**src/rtl/sd_cmd_tx_pkg.sv**
```systemverilog
// Shared constants, state encoding and the serial CRC7 step for the SD CMD line.
package sd_cmd_tx_pkg;

  localparam int unsigned TOKEN_BITS   = 48;
  localparam int unsigned CONTENT_BITS = 40;
  localparam logic [6:0]  CRC7_POLY    = 7'h09;

  localparam logic START_BIT = 1'b0;
  localparam logic TX_BIT    = 1'b1;
  localparam logic END_BIT   = 1'b1;

  typedef enum logic [1:0] {
    ST_IDLE,
    ST_ARM,
    ST_SEND,
    ST_GAP
  } state_t;

  // One serial step of x^7 + x^3 + 1, MSB-first data.
  function automatic logic [6:0] crc7_step(input logic [6:0] crc, input logic din);
    logic fb;
    fb = din ^ crc[6];
    return {crc[5:0], 1'b0} ^ (fb ? CRC7_POLY : 7'h00);
  endfunction

endpackage

```
**src/rtl/sd_crc7.sv**
```systemverilog
// Serial CRC7 accumulator; clr has priority over en. Shared with the response receiver.
module sd_crc7
  import sd_cmd_tx_pkg::*;
(
  input  logic       clk,
  input  logic       reset,
  input  logic       clr,
  input  logic       en,
  input  logic       din,
  output logic [6:0] crc
);

  always_ff @(posedge clk or negedge reset) begin
    if (!reset) begin
      crc <= '0;
    end else if (clr) begin
      crc <= '0;
    end else if (en) begin
      crc <= crc7_step(crc, din);
    end
  end

endmodule

```
**src/rtl/sd_cmd_tx.sv**
```systemverilog
// Host SD command transmitter: serializes start/tx/index/argument/CRC7/end onto CMD,
// then releases the line for GAP_BITS SD clocks before pulsing done.
module sd_cmd_tx
  import sd_cmd_tx_pkg::*;
#(
  parameter int unsigned GAP_BITS = 8
) (
  input  logic        clk,
  input  logic        reset,
  input  logic        sd_tick,
  input  logic        start,
  input  logic [5:0]  cmd_index,
  input  logic [31:0] argument,
  output logic        busy,
  output logic        done,
  output logic        cmd_out,
  output logic        cmd_oe
);

  localparam int unsigned GW = (GAP_BITS > 1) ? $clog2(GAP_BITS) : 1;

  state_t                  state, state_n;
  logic [CONTENT_BITS-1:0] shreg, shreg_n;
  logic [5:0]              bit_cnt, bit_cnt_n;
  logic [GW-1:0]           gap_cnt, gap_cnt_n;
  logic                    busy_n, done_n, cmd_out_n, cmd_oe_n;

  logic       crc_clr, crc_en, crc_din;
  logic [6:0] crc;
  logic [2:0] crc_idx;

  sd_crc7 u_crc7 (
    .clk   (clk),
    .reset (reset),
    .clr   (crc_clr),
    .en    (crc_en),
    .din   (crc_din),
    .crc   (crc)
  );

  // Counter n (7..1) on the line carries crc[n-1]; we are computing the bit for n = bit_cnt-1.
  assign crc_idx = 3'(bit_cnt - 6'd2);
  assign crc_din = shreg[CONTENT_BITS-1];

  always_ff @(posedge clk or negedge reset) begin
    if (!reset) begin
      state   <= ST_IDLE;
      shreg   <= '0;
      bit_cnt <= '0;
      gap_cnt <= '0;
      busy    <= 1'b0;
      done    <= 1'b0;
      cmd_out <= 1'b1;
      cmd_oe  <= 1'b0;
    end else begin
      state   <= state_n;
      shreg   <= shreg_n;
      bit_cnt <= bit_cnt_n;
      gap_cnt <= gap_cnt_n;
      busy    <= busy_n;
      done    <= done_n;
      cmd_out <= cmd_out_n;
      cmd_oe  <= cmd_oe_n;
    end
  end

  always_comb begin
    state_n   = state;
    shreg_n   = shreg;
    bit_cnt_n = bit_cnt;
    gap_cnt_n = gap_cnt;
    busy_n    = busy;
    done_n    = 1'b0;
    cmd_out_n = cmd_out;
    cmd_oe_n  = cmd_oe;
    crc_clr   = 1'b0;
    crc_en    = 1'b0;

    unique case (state)
      ST_IDLE: begin
        if (start) begin
          shreg_n = {START_BIT, TX_BIT, cmd_index, argument};
          crc_clr = 1'b1;
          busy_n  = 1'b1;
          state_n = ST_ARM;
        end
      end

      ST_ARM: begin
        if (sd_tick) begin
          cmd_oe_n  = 1'b1;
          cmd_out_n = shreg[CONTENT_BITS-1];
          crc_en    = 1'b1;
          shreg_n   = {shreg[CONTENT_BITS-2:0], 1'b0};
          bit_cnt_n = 6'(TOKEN_BITS - 1);
          state_n   = ST_SEND;
        end
      end

      ST_SEND: begin
        if (sd_tick) begin
          if (bit_cnt == 6'd0) begin
            cmd_oe_n  = 1'b0;
            cmd_out_n = 1'b1;
            gap_cnt_n = GW'(GAP_BITS - 1);
            state_n   = ST_GAP;
          end else begin
            bit_cnt_n = bit_cnt - 6'd1;
            if (bit_cnt > 6'd8) begin
              cmd_out_n = shreg[CONTENT_BITS-1];
              crc_en    = 1'b1;
              shreg_n   = {shreg[CONTENT_BITS-2:0], 1'b0};
            end else if (bit_cnt > 6'd1) begin
              cmd_out_n = crc[crc_idx];
            end else begin
              cmd_out_n = END_BIT;
            end
          end
        end
      end

      ST_GAP: begin
        if (sd_tick) begin
          if (gap_cnt == '0) begin
            done_n  = 1'b1;
            busy_n  = 1'b0;
            state_n = ST_IDLE;
          end else begin
            gap_cnt_n = gap_cnt - GW'(1);
          end
        end
      end

      default: state_n = ST_IDLE;
    endcase
  end

endmodule

```
**config.mk**
```make
export PLATFORM = sky130hd
export DESIGN_NAME = sd_cmd_tx
export DESIGN_NICKNAME = d
export VERILOG_FILES = /design/src/rtl/sd_cmd_tx_pkg.sv /design/src/rtl/sd_crc7.sv /design/src/rtl/sd_cmd_tx.sv
export SDC_FILE = /design/constraint.sdc
export NUM_CORES = 1
export LEC_CHECK = 0
export BUFFER_PORTS_ARGS = -buffer_cell sky130_fd_sc_hd__buf_2
export CAP_MARGIN = 10
export CORE_MARGIN = 2
export CORE_UTILIZATION = 55
export DETAILED_ROUTE_END_ITERATION = 16
export GPL_TIMING_DRIVEN = 0
export PLACE_DENSITY = 0.76
export SYNTH_ARGS = -nofsm -noshare
export SYNTH_HDL_FRONTEND = slang
export SYNTH_SLANG_ARGS = --single-unit
```
**constraint.sdc**
```tcl
create_clock -name clk -period 4.11 [get_ports clk]
set_clock_uncertainty 0.05 [all_clocks]
set_input_delay 0.411 -clock clk [delete_from_list [all_inputs] [get_ports clk]]
set_output_delay 0.411 -clock clk [all_outputs]
set_load 0.01 [all_outputs]
```
# [Word-level counts from Yosys, hierarchy flattened]
# Index checks and enable logic that the tools add are counted.
[word_totals] input_bits=42 ramBits=0 mem_bits_ro=0 memories=0 out_inout_bits=4 latch_bits=0 wordCells=95 ff_bits=62
[op_classes] mux=51 eq_ne=12 n_reduce_logical=15 bitwise=2 n_addsub=3 magnitude_cmp=3 shift=0 multipliers=0 n_div=0
[op_table] operator="$mux 40" n=5
[op_table] operator="$pmux 40 s3" n=1
[op_table] operator="$mux 1" n=21
[op_table] operator="$mux 6" n=3
[op_table] operator="$ne 2x2->1 const B" n=9
[op_table] operator="$mux 7" n=2
[op_table] operator="$mux 2" n=6
[op_table] operator="$mux 3" n=4
[op_table] operator="$pmux 6 s2" n=1
[op_table] operator="$reduce_and 4->1" n=3
[op_table] operator="$reduce_and 6->1" n=2
[op_table] operator="$pmux 1 s2" n=4
[op_table] operator="$pmux 2 s4" n=1
[op_table] operator="$reduce_bool 2->1" n=4
[op_table] operator="$xor 7x7->7" n=1
[op_table] operator="$gt 6x1->1 const B" n=1
[op_table] operator="$gt 6x4->1 const B" n=1
[op_table] operator="$logic_not 6->1" n=1
[op_table] operator="$pmux 3 s2" n=1
[op_table] operator="$sub 6x1->6 const B" n=1
[op_table] operator="$reduce_and 5->1" n=1
[op_table] operator="$eq 2x2->1 const B" n=2
[op_table] operator="$lt 3x4->1 const B" n=1
[op_table] operator="$mux 4" n=1
[op_table] operator="other kinds (9)" n=9

# [Logic depth before layout (Yosys ltp)]
# Gate-level depths: netlist of the first run.
[logic_depth] depth_word=8 depth_mapped=7 depth_no_buf=6

# [By module]
# A second synthesis of the first run with hierarchy kept.
[hier_totals] hier_cells=281 area_unflattened_um2=3530.9
[modules_own_cells] module="sd_cmd_tx" instances=1 area_per_inst_um2=3223.1 cells_per_inst=253 seq_area_each_um2=1377.6
[modules_own_cells] module="sd_crc7" instances=1 area_per_inst_um2=307.8 cells_per_inst=28 seq_area_each_um2=175.2

# [Worst setup path before layout of the first run]
# OpenSTA, ideal clock, no wires.
[synth_timing] path_kind="flip-flop to flip-flop" startpoint="register state[0]" endpoint="register shreg[0]" arrival_ps=1839 path_buffers=1 slack_ps=2096 stages_incl_launch_ff=8 t_required_ps=3935 synth_period_minus_slack_ps=2014 setup_ps=125 cell_sequence="dfrtp_1 inv_1 ha_1 nor2_1 o21ai_0 a211o_4 buf_6 mux2_4"
[synth_via] elab_chain_cells=3 elab_cells_between_ends=11 cone_classes="7 x eq/ne; 1 x mux; 3 x reduce/logical"
[synth_lines] item="from (decl)" line="sd_cmd_tx.sv:22" source="state_t state, state_n;"
[synth_lines] item="from (signal assigned)" line="sd_cmd_tx.sv:56" source="state <= state_n;"
[synth_lines] item="$eq 2x2->1 (tied with other cells)" line="sd_cmd_tx.sv:79" source="unique case (state)"
[synth_lines] item="$ne 2x2->1 (no line) or $reduce_bool 3->1 (tied branches)"
[synth_lines] item="$reduce_and 6->1 (no line)"
[synth_lines] item="to (signal assigned)" line="sd_cmd_tx.sv:57" source="shreg <= shreg_n;"
[synth_lines] item="to (decl)" line="sd_cmd_tx.sv:23" source="logic [CONTENT_BITS-1:0] shreg, shreg_n;"
# Several ways; a longest one is shown, not always the timed one.
# A chain may end at the register's enable or synchronous reset.

# [Final worst setup path of the first run]
[layout_timing] startpoint="register state[0]" endpoint="register bit_cnt[1]"
[layout_via] elab_chain_cells=3 elab_cells_between_ends=8 cone_classes="5 x eq/ne; 1 x mux; 2 x reduce/logical"
[layout_lines] item="$eq 2x2->1 or $eq 2x1->1 (tied branches)" line="sd_cmd_tx.sv:79"
[layout_lines] item="$ne 2x2->1 (no line) or $reduce_bool 2->1 (tied branches)"
[layout_lines] item="$reduce_and 4->1 (no line)"
[layout_lines] item="to (signal assigned)" line="sd_cmd_tx.sv:58" source="bit_cnt <= bit_cnt_n;"
[layout_lines] item="to (decl)" line="sd_cmd_tx.sv:24" source="logic [5:0] bit_cnt, bit_cnt_n;"
# Several ways; a longest one is shown, not always the timed one.

==> results.yml, run 1 <==
run_status:
  status: "finished clean"
sta:
  finalHoldWorstSlack_ns: 0.0485
  period_needed_ns: 2.32
  worst_pin_slew_ns: 0.674
  fmax_ghz: 0.431
  post-route-period-util: 0.564
  finalSetupTns_ns: 0
  slew_headroom: 0.551
  setup-violations-final: 0
  rsz0062_at_grt: "false"
  final_max_slew_viol_count: 0
  finalHoldViolations: 0
  worst_slack_ns: 1.79
synthesis:
  yosys.area.top_type: "dfrtp_1"
  syn_inst: 289
  syn_nets: 341
  ys_top_cells_by_area: "dfrtp_1 43%, mux2_4 16%, mux2_2 12%, ha_1 3.5%, a21oi_1 1.8%"
  ys_seq_area_frac: 0.435
  synthArstFlopShare: 1.00
  synth.avg_cell_area_sq_um: 12.4
  yosys_register_bits: 62
  synth_edf_count: 0
  synth_ff_type: "dfrtp_1"
  ys_warn_count: 0
  synth.distinct_cells: 48
  synth_top_area_share: 0.427
  syn_area_sq_um: 3570
die:
  die_w_um: 84.6
  start_util: 0.566
  placementRows: 29
  core_sq_um: 6310
  die-area_sq_um: 7160
  fp.dieH_um: 84.6
  io_pins: 46
drt:
  drt-pass1-iter-count: 4
  wl_per_cell_um: 16.2
  drt_iter0_markers: 171
  drtAntennaViolNets: 0
  num_vias: 2440
  drcViolationCount: 0
  vias_per_cell: 5.70
  wl_mm: 6.93
critical_path:
  worst_ep_required_time_ns: 4.29
  crit_path_start_kind: "flip-flop"
  crit_type: "flip-flop to flip-flop"
  cp-end-kind: "flip-flop"
  cp_data_arrival_time_ns: 2.50
  crit_start: "state[0]"
  r2r-start: "state[0]"
  cp_max_fo: 10
clocking:
  cts-htree-levels: 3
  cts_root_buf: "clkbuf_8"
  clk_pin_slew_worst_paths_ns: 0.07
  cts_setup_buffers: 0
  clock_latency_ns: 0.34
  clk_path_buf_depth: 2
  cts_tree: "built"
  cts_buffers: 9
  cts_resized: 0
  clock_sinks: 62
  postCtsHoldBufs: 0
layout:
  drive_gt1_frac: 0.436
  multi_input_area_sq_um: 1870
  antenna_cells: 0
  seqCellArea_sq_um: 1550
  fillCellCount: 492
  area_growth_syn_to_layout_pct: 15.2
  fin_nets: 398
  utilization: 0.652
worst_hold_path:
  hold_class: "primary input to asynchronous set/reset pin"
job:
  cap_violations: 0
power:
  p_leak_nw: 1.93
  power_density_nw_per_um2: 905
  vdd_drop_max_mv: 0.494
global_route:
  grt_pass1_wl_mm: 11.9
  track_usage: 0.211
  gr-total-overflow: 0
  grt_max_degree: 37
  antenna_found_initial: 0
  first_global_vias: 2509
placement:
  gp_congestion: 0.833
  place_ws_ns: 1.76
  portBuffers: 45
  hpwl_mm: 4.92
-- metrics by stage --
stage | area (sq um) | power (mW) | instances
floorplan | 3570 | 2.81 | 289
global placement | 3890 | 3.09 | 411
detailed placement | 3910 | 3.18 | 412
CTS | 4110 | 3.74 | 428
global route | 4110 | 3.98 | 428
finish | 4110 | 3.72 | 428
-- per-layer routing --
| metal | vias to the layer above | share of wire | GRT usage |
|---|---|---|---|
| met5 | - | 0 | 0 |
| met4 | 0 | 0.021 | 0.0924 |
| met3 | 14 | 0.038 | 0.0531 |
| met2 | 57 | 0.50 | 0.338 |
| met1 | 1205 | 0.45 | 0.273 |
| li1 | 1164 | - | - |
-- cell type report --
class                   count  share of cell area
multi-input cells         197               0.456
flip-flops and latches     62               0.377
repair buffers             46              0.0596
clock buffers              12              0.0377
well taps                  77              0.0234
plain buffers              16              0.0225
inverters                  14              0.0128
clock inverters             4              0.0109
-- power by group --
part	switching [mW]	internal [mW]	total, mW
logic	0.844	1.24	2.09
registers	0.182	0.902	1.08
clock network	0.243	0.310	0.554
total	1.27	2.46	3.72
-- cell families (layout without fill, tap and decap cells) --
logic type	after synthesis	after routing	share of synthesized area
xor gates and xnor gates	2	2	0.00490
adders and majority gates	10	10	0.0350
DFF	62	62	0.435
and+or+nand+nor	46	46	0.0715
muxes	82	82	0.301
buffers and inverters	30	92	0.0406
AOI/OAI and AO/OA	57	57	0.112
-- placed cells by master (no fill, tap or decap), types with 2 or more instances in the layout --
| cell type | instances |
|---|---|
| nand2b_1 | 3 |
| buf_6 | 4 |
| o21a_1 | 2 |
| a22oi_1 | 3 |
| ha_1 | 10 |
| mux2_2 | 38 |
| buf_2 | 47 |
| and2_1 | 4 |
| clkbuf_8 | 11 |
| nor2b_1 | 3 |
| inv_1 | 14 |
| mux2i_1 | 4 |
| a21oi_1 | 13 |
| mux2_4 | 39 |
| a31oi_1 | 6 |
| o22ai_1 | 2 |
| nor2_1 | 9 |
| dfrtp_1 | 61 |
| nand4_1 | 2 |
| xnor2_1 | 2 |
| nand3_1 | 7 |
| o21ai_0 | 13 |
| a211oi_1 | 2 |
| clkbuf_1 | 11 |
| clkinv_2 | 3 |
| nand2_1 | 12 |
-- worst paths after layout --
check	endpoint	slack, ns	cells past startpoint
max	bit_cnt[1]	1.79	6
max in group asynchronous	shreg[15]	3.34	2
min reg2reg	shreg[15]	0.46	1
min	gap_cnt[2]	0.05	1
min in group clk	busy	0.35	4
max reg2reg	bit_cnt[1]	1.79	6
-- critical path, cell delays in order, from the launching register on --
cell and delay, ns:
dfrtp_1 0.42, inv_1 0.09, ha_1 0.27, buf_2 0.19, clkbuf_1 0.42, o21ai_0 0.35, a222oi_1 0.41
-- synth_stat cells, types with 4 or more instances --
cell type,instances
a21oi_1,13
a31oi_1,6
and2_1,4
buf_6,4
clkbuf_1,10
dfrtp_1,61
ha_1,10
inv_1,14
mux2_2,38
mux2_4,39
mux2i_1,4
nand2_1,12
nand3_1,7
nor2_1,9
o21ai_0,13
-- registers in the layout, summed over array words and instances (netlist names) --
signal	flops
cmd_oe	1
done	1
cmd_out	1
shreg	40
bit_cnt	6
state	2
u_crc7.crc	7
gap_cnt	3
busy	1
No activity file was read; power rests on OpenSTA's default activity.
==> run 2: changes to the inputs <==
==> constraint.sdc (replaced) <==
create_clock -name clk -period 2.3 [get_ports clk]
set_clock_uncertainty 0.05 [all_clocks]
set_input_delay 0.23 -clock clk [delete_from_list [all_inputs] [get_ports clk]]
set_output_delay 0.23 -clock clk [all_outputs]
set_load 0.01 [all_outputs]
==> run 2 against run 1 <==
Effect of this change: die area stayed put; highest routed layer unchanged; cell count is 0.70% higher; clock-buffer cell count stayed put; worst setup slack worse by 1.7 ns; critical path type unchanged; sequential cell count stayed put; via count is 2.0% higher; sequential power is 80% higher; largest cell class unchanged.
==> results.yml, run 2 (same netlist as run 1, synthesis figures left out) <==
die:
  die-area_sq_um: 7160
  io_pins: 46
  core_sq_um: 6310
  start_util: 0.566
  die_w_um: 84.6
  placementRows: 29
  fp.dieH_um: 84.6
power:
  p_leak_nw: 1.95
  power_density_nw_per_um2: 1610
  vdd_drop_max_mv: 0.884
drt:
  drt-pass1-iter-count: 4
  wl_per_cell_um: 16.4
  drcViolationCount: 0
  drt_iter0_markers: 125
  vias_per_cell: 5.77
  drtAntennaViolNets: 0
  num_vias: 2488
  wl_mm: 7.08
placement:
  portBuffers: 45
  gp_congestion: 0.833
  hpwl_mm: 4.92
  placed_cell_area_sq_um: 3910
  place_ws_ns: -0.0546
layout:
  seqCellArea_sq_um: 1550
  fillCellCount: 488
  largest-register: "shreg"
  layout_common_cells: "61 x dfrtp_1, 47 x buf_2, 39 x mux2_4, 38 x mux2_2, 14 x inv_1"
  reg_top3: "shreg: 40 flops, u_crc7.crc: 7 flops, bit_cnt: 6 flops"
  layout_commonest_cell: "dfrtp_1"
  multi_input_area_sq_um: 1900
  fin_nets: 401
  antenna_cells: 0
  largest_reg_flops: 40
  drive_gt1_frac: 0.458
  area_growth_syn_to_layout_pct: 16.8
  stdcell_area_sq_um: 4170
critical_path:
  worst_r2r_path_depth: 7
  crit_path_start_kind: "flip-flop"
  cp_slowest_stage_delay_ns: 0.41
  critPathSlowestCell: "dfrtp_1"
  cp-end-kind: "flip-flop"
  critical_path.cell_chain: "inv_1 > ha_1 > nor2_2 > o21ai_0 > a211o_4 > buf_6 > mux2_4"
  crit_type: "flip-flop to flip-flop"
  cp_max_fo: 10
  cp_data_arrival_time_ns: 2.41
  worst_ep_required_time_ns: 2.47
global_route:
  gr-total-overflow: 0
  antenna_found_initial: 0
  track_usage: 0.211
  grt_pass1_wl_mm: 11.9
  grt_max_degree: 37
  first_global_vias: 2509
sta:
  finalSetupTns_ns: 0
  slew_headroom: 0.540
  post-route-period-util: 0.973
  final_max_slew_viol_count: 0
  fmax_ghz: 0.447
  finalHoldViolations: 0
  period_needed_ns: 2.24
  worst_pin_slew_ns: 0.690
  setup-violations-final: 0
  worst_slack_ns: 0.0615
clocking:
  clock_sinks: 62
  cts_root_buf: "clkbuf_8"
  cts_buffers: 9
  clk_path_buf_depth: 2
  cts_tree: "built"
  cts-htree-levels: 3
  clock_latency_ns: 0.34
  clk_pin_slew_worst_paths_ns: 0.07
worst_hold_path:
  hold_class: "primary input to flip-flop"
  min_path_cells: 4
job:
  cap_violations: 0
run_status:
  status: "finished clean"
run 2: cell count changes in the layout (fill, tap and decap cells not counted), moves of 2 or more:
cell      delta
clkbuf_2     +4
buf_4        +2
nor2_1       -2
clkbuf_1     -4
nor2_2       +2
run 2: path summary, 6_finish.rpt:
path                       startpoint         end  slack [ns]
max                          state[1]   shreg[26]        0.06
min                             start        busy        0.17
max reg2reg                  state[1]   shreg[26]        0.06
min reg2reg                 shreg[20]   shreg[20]        0.46
max in group asynchronous       reset   shreg[15]        1.16
min in group asynchronous       reset  bit_cnt[2]        0.41
run 2: routing by layer:
layer	GRT usage	vias to the layer above	share of wire
met5	0	-	0
met4	0.0924	0	0.023
met3	0.0531	16	0.043
met2	0.338	67	0.49
met1	0.273	1233	0.45
li1	-	1172	-
run 2: where the power goes:
group	internal [mW]	switching [mW]	total, mW
registers	1.61	0.330	1.94
clock network	0.555	0.435	0.989
logic	2.25	1.53	3.78
total	4.41	2.29	6.71
run 2: cell type report:
type,count,area share
plain buffers,16,0.0234
clock buffers,12,0.0372
clock inverters,4,0.0108
inverters,14,0.0126
multi-input cells,197,0.456
flip-flops and latches,62,0.372
well taps,77,0.0231
repair buffers,49,0.0648
run 2: per-stage QoR:
| step | util | power (mW) | instances | hold WS [ns] |
|---|---|---|---|---|
| 2_1_floorplan | - | 5.03 | 289 | -0.116 |
| 3_3_place_gp | 0.617 | 5.53 | 411 | 0.435 |
| 3_5_place_dp | 0.620 | 5.68 | 412 | 0.253 |
| 4_1_cts | 0.653 | 6.69 | 429 | 0.162 |
| 5_1_grt | 0.661 | 7.15 | 431 | 0.188 |
| 6_report | 0.661 | 6.71 | 431 | 0.167 |
run 2: critical path: cells and delay by family, from the launching register on:
family / cells / cell delay [ns]
adder cells (fa/ha/maj): 1 / 0.31
AO/OA/AOI/OAI: 2 / 0.52
multiplexers: 1 / 0.30
flip-flops: 1 / 0.41
buffers and inverters: 2 / 0.25
AND/OR/NAND/NOR: 1 / 0.27
run 2: timing repair:
action | 4_1_cts | 5_1_grt
gates resized for setup | 1 | 11
hold buffers | 1 | 0
setup endpoints to repair | 1 | 47
endpoints found under the hold margin | 25 | 0
buffers inserted | 0 | 2
==> run 3: changes to the inputs <==
--- a/config.mk
+++ b/config.mk
@@ -11,7 +11,9 @@
 export CORE_UTILIZATION = 55
 export DETAILED_ROUTE_END_ITERATION = 16
 export GPL_TIMING_DRIVEN = 0
+export HOLD_SLACK_MARGIN = 0.08
 export PLACE_DENSITY = 0.76
 export SYNTH_ARGS = -nofsm -noshare
 export SYNTH_HDL_FRONTEND = slang
+export SYNTH_HIERARCHICAL = 1
 export SYNTH_SLANG_ARGS = --single-unit
==> run 3 against run 2 <==
Effect of this change: clock power decreased by 3.5%; via count fell by 8.2%; sequential cell count is the same; sequential power is essentially flat; final area fell by 1.7%; synthesized cell count shrank 2.8%; routed wire length fell by 9.9%; critical endpoint is now shreg[15]; global-route usage is 1.7 points lower; largest power group unchanged; highest routed layer unchanged; hold slack gained 0.030 ns; total power is essentially flat; sequential share of layout area rose by 0.68 points; area after synthesis down 1.2%.
==> results.yml, run 3 <==
synthesis:
  ys_seq_area_frac: 0.440
  ys_top_cells_by_area: "dfrtp_1 43%, mux2_4 17%, mux2_2 12%, ha_1 3.9%, mux2i_1 2.8%"
  synth_ff_type: "dfrtp_1"
  synthArstFlopShare: 1.00
  syn_inst: 281
  syn_nets: 334
  yosys_register_bits: 62
  synth_edf_count: 0
  synth.avg_cell_area_sq_um: 12.6
  syn_area_sq_um: 3530
  synthTopCellsByCount: "61 x dfrtp_1, 40 x mux2_4, 37 x mux2_2"
  yosys.area.top_type: "dfrtp_1"
  ys_warn_count: 6
  synth.distinct_cells: 45
  synth_top_area_share: 0.432
  yosysMostFrequentCell: "dfrtp_1"
clocking:
  cts_setup_buffers: 0
  clock_sinks: 62
  cts_buffers: 9
  cts_root_buf: "clkbuf_8"
  clk_pin_slew_worst_paths_ns: 0.07
  clock_latency_ns: 0.33
  cts_tree: "built"
  clk_path_buf_depth: 2
  cts-htree-levels: 3
global_route:
  gr-total-overflow: 0
  track_usage: 0.195
  first_global_vias: 2351
  grt_max_degree: 42
  antenna_found_initial: 0
  grt_pass1_wl_mm: 11.1
die:
  fp.dieH_um: 84.1
  placementRows: 29
  die_w_um: 84.1
  core_sq_um: 6280
  io_pins: 46
  start_util: 0.562
  die-area_sq_um: 7080
layout:
  drive_gt1_frac: 0.471
  fillCellCount: 494
  stdcell_area_sq_um: 4100
  multi_input_area_sq_um: 1850
  layout_common_cells: "60 x dfrtp_1, 47 x buf_2, 40 x mux2_4, 37 x mux2_2, 21 x nor2_1"
  area_growth_syn_to_layout_pct: 16.1
  antenna_cells: 0
  final_cells: 419
  largest_reg_flops: 40
  seqCellArea_sq_um: 1550
  layout_commonest_cell: "dfrtp_1"
  reg_top3: "shreg: 40 flops, u_crc7/crc: 7 flops, bit_cnt: 6 flops"
  fin_nets: 390
  largest-register: "shreg"
placement:
  gp_congestion: 0.864
  placed_cell_area_sq_um: 3870
  hpwl_mm: 4.44
  post-place-cells: 404
  portBuffers: 45
  place_ws_ns: -0.116
drt:
  drt_iter0_markers: 92
  wl_per_cell_um: 15.2
  num_vias: 2283
  drtAntennaViolNets: 0
  drcViolationCount: 0
  drt-pass1-iter-count: 4
  vias_per_cell: 5.45
  wl_mm: 6.38
sta:
  worst_pin_slew_ns: 0.517
  finalSetupTns_ns: 0
  slew_headroom: 0.655
  period_needed_ns: 2.20
  finalHoldViolations: 0
  setup-violations-final: 0
  rsz0062_at_grt: "false"
  final_max_slew_viol_count: 0
  worst_slack_ns: 0.103
  post-route-period-util: 0.955
  fmax_ghz: 0.455
worst_hold_path:
  hold_class: "primary input to flip-flop"
critical_path:
  cp-end-kind: "flip-flop"
  cp_slowest_stage_delay_ns: 0.42
  worst_ep_required_time_ns: 2.47
  crit_family: "buffers and inverters"
  path_buf_inv: 3
  crit_path_start_kind: "flip-flop"
  critPathSlowestCell: "dfrtp_1"
  critical_path.cell_chain: "inv_1 > ha_1 > buf_2 > nor2b_2 > o211ai_2 > o211ai_4 > buf_6 > mux2_4"
  cp_max_fo: 10
  cp_data_arrival_time_ns: 2.36
  crit_type: "flip-flop to flip-flop"
power:
  p_leak_nw: 1.95
  p_int_mw: 4.45
  vdd_drop_max_mv: 1.03
  pwr-share-clk: 0.142
  power_density_nw_per_um2: 1640
  p_switching_mw: 2.26
  pwr-share-comb: 0.564
  pwr-share-seq: 0.294
  p_sw_frac: 0.336
job:
  cap_violations: 0
run_status:
  status: "finished clean"
==> run 3: cell count changes in the layout (fill, tap and decap cells not counted), sizes merged, moves of 3 or more <==
cell / previous run / this run
nor2: 9 / 21
o21ai: 13 / 6
mux2i: 4 / 10
a31oi: 6 / 1
inv: 14 / 10
a21oi: 13 / 10
and2: 4 / 1
clkbuf: 22 / 19
nand3: 7 / 4
==> run 3: cells by family (layout without fill, tap and decap cells) <==
family,after synthesis,in the layout,share of synthesized area
XOR/XNOR,3,3,0.00744
AND/OR/NAND/NOR,53,53,0.0751
flip-flops,62,62,0.440
AO/OA/AOI/OAI,36,36,0.0737
buffers and inverters,27,88,0.0390
adder cells (fa/ha/maj),11,11,0.0390
multiplexers,89,89,0.326
==> run 3: layer usage <==
metal	wire (um)	track usage	share of wire	up-vias
met4	60	0.0513	0.0094	0
met3	322	0.0643	0.051	6
met1	2950	0.257	0.46	1103
li1	-	-	-	1116
met2	3040	0.310	0.48	58
met5	0	0	0	-
==> run 3: worst register-to-register path: stages, from the launching register on <==
cell,delay [ns]
dfrtp_1,0.42
inv_1,0.12
ha_1,0.20
buf_2,0.16
nor2b_2,0.18
o211ai_2,0.27
o211ai_4,0.17
buf_6,0.20
mux2_4,0.31
==> run 3: cell type report <==
| type | count | area share |
|---|---|---|
| well taps | 77 | 0.0235 |
| plain buffers | 15 | 0.0250 |
| clock buffers | 11 | 0.0345 |
| inverters | 10 | 0.00915 |
| repair buffers | 47 | 0.0623 |
| clock inverters | 5 | 0.0143 |
| multi-input cells | 192 | 0.452 |
| flip-flops and latches | 62 | 0.379 |
==> run 3: final timing paths <==
check	slack [ns]	startpoint	endpoint	cells after the start
worst max register to register	0.10	bit_cnt[0]	shreg[15]	8
min in group asynchronous	0.35	reset	cmd_oe	2
worst min-delay path	0.20	argument[22]	shreg[22]	3
worst min register to register	0.45	shreg[37]	shreg[37]	1
worst max-delay path	0.10	bit_cnt[0]	shreg[15]	8
max in group asynchronous	1.24	reset	bit_cnt[1]	3
==> run 3: per-stage QoR <==
stage / power, mW / hold slack, ns / util
6_report: 6.71 / 0.197 / 0.653
3_3_place_gp: 5.57 / 0.436 / 0.614
5_1_grt: 7.18 / 0.187 / 0.653
2_1_floorplan: 5.10 / -0.116 / -
4_1_cts: 6.74 / 0.175 / 0.651
3_5_place_dp: 5.71 / 0.189 / 0.617
==> run 3: what timing repair did <==
| action | CTS | global route |
|---|---|---|
| endpoints found under the setup margin | 46 | 46 |
| resized for setup | 4 | 10 |
| hold buffers | 1 | 0 |
| gates cloned | 0 | 0 |
| endpoints found under the hold margin | 20 | 0 |
==> run 3: power by group through the flow <==
stage	Sequential (mW)	Combinational, mW	Clock, mW
after CTS	1.97	3.78	0.991
after global placement	1.94	3.64	0
after floorplan	1.86	3.23	0
final	1.97	3.78	0.954
after global routing	2.04	4.10	1.04
after detailed placement	1.95	3.76	0
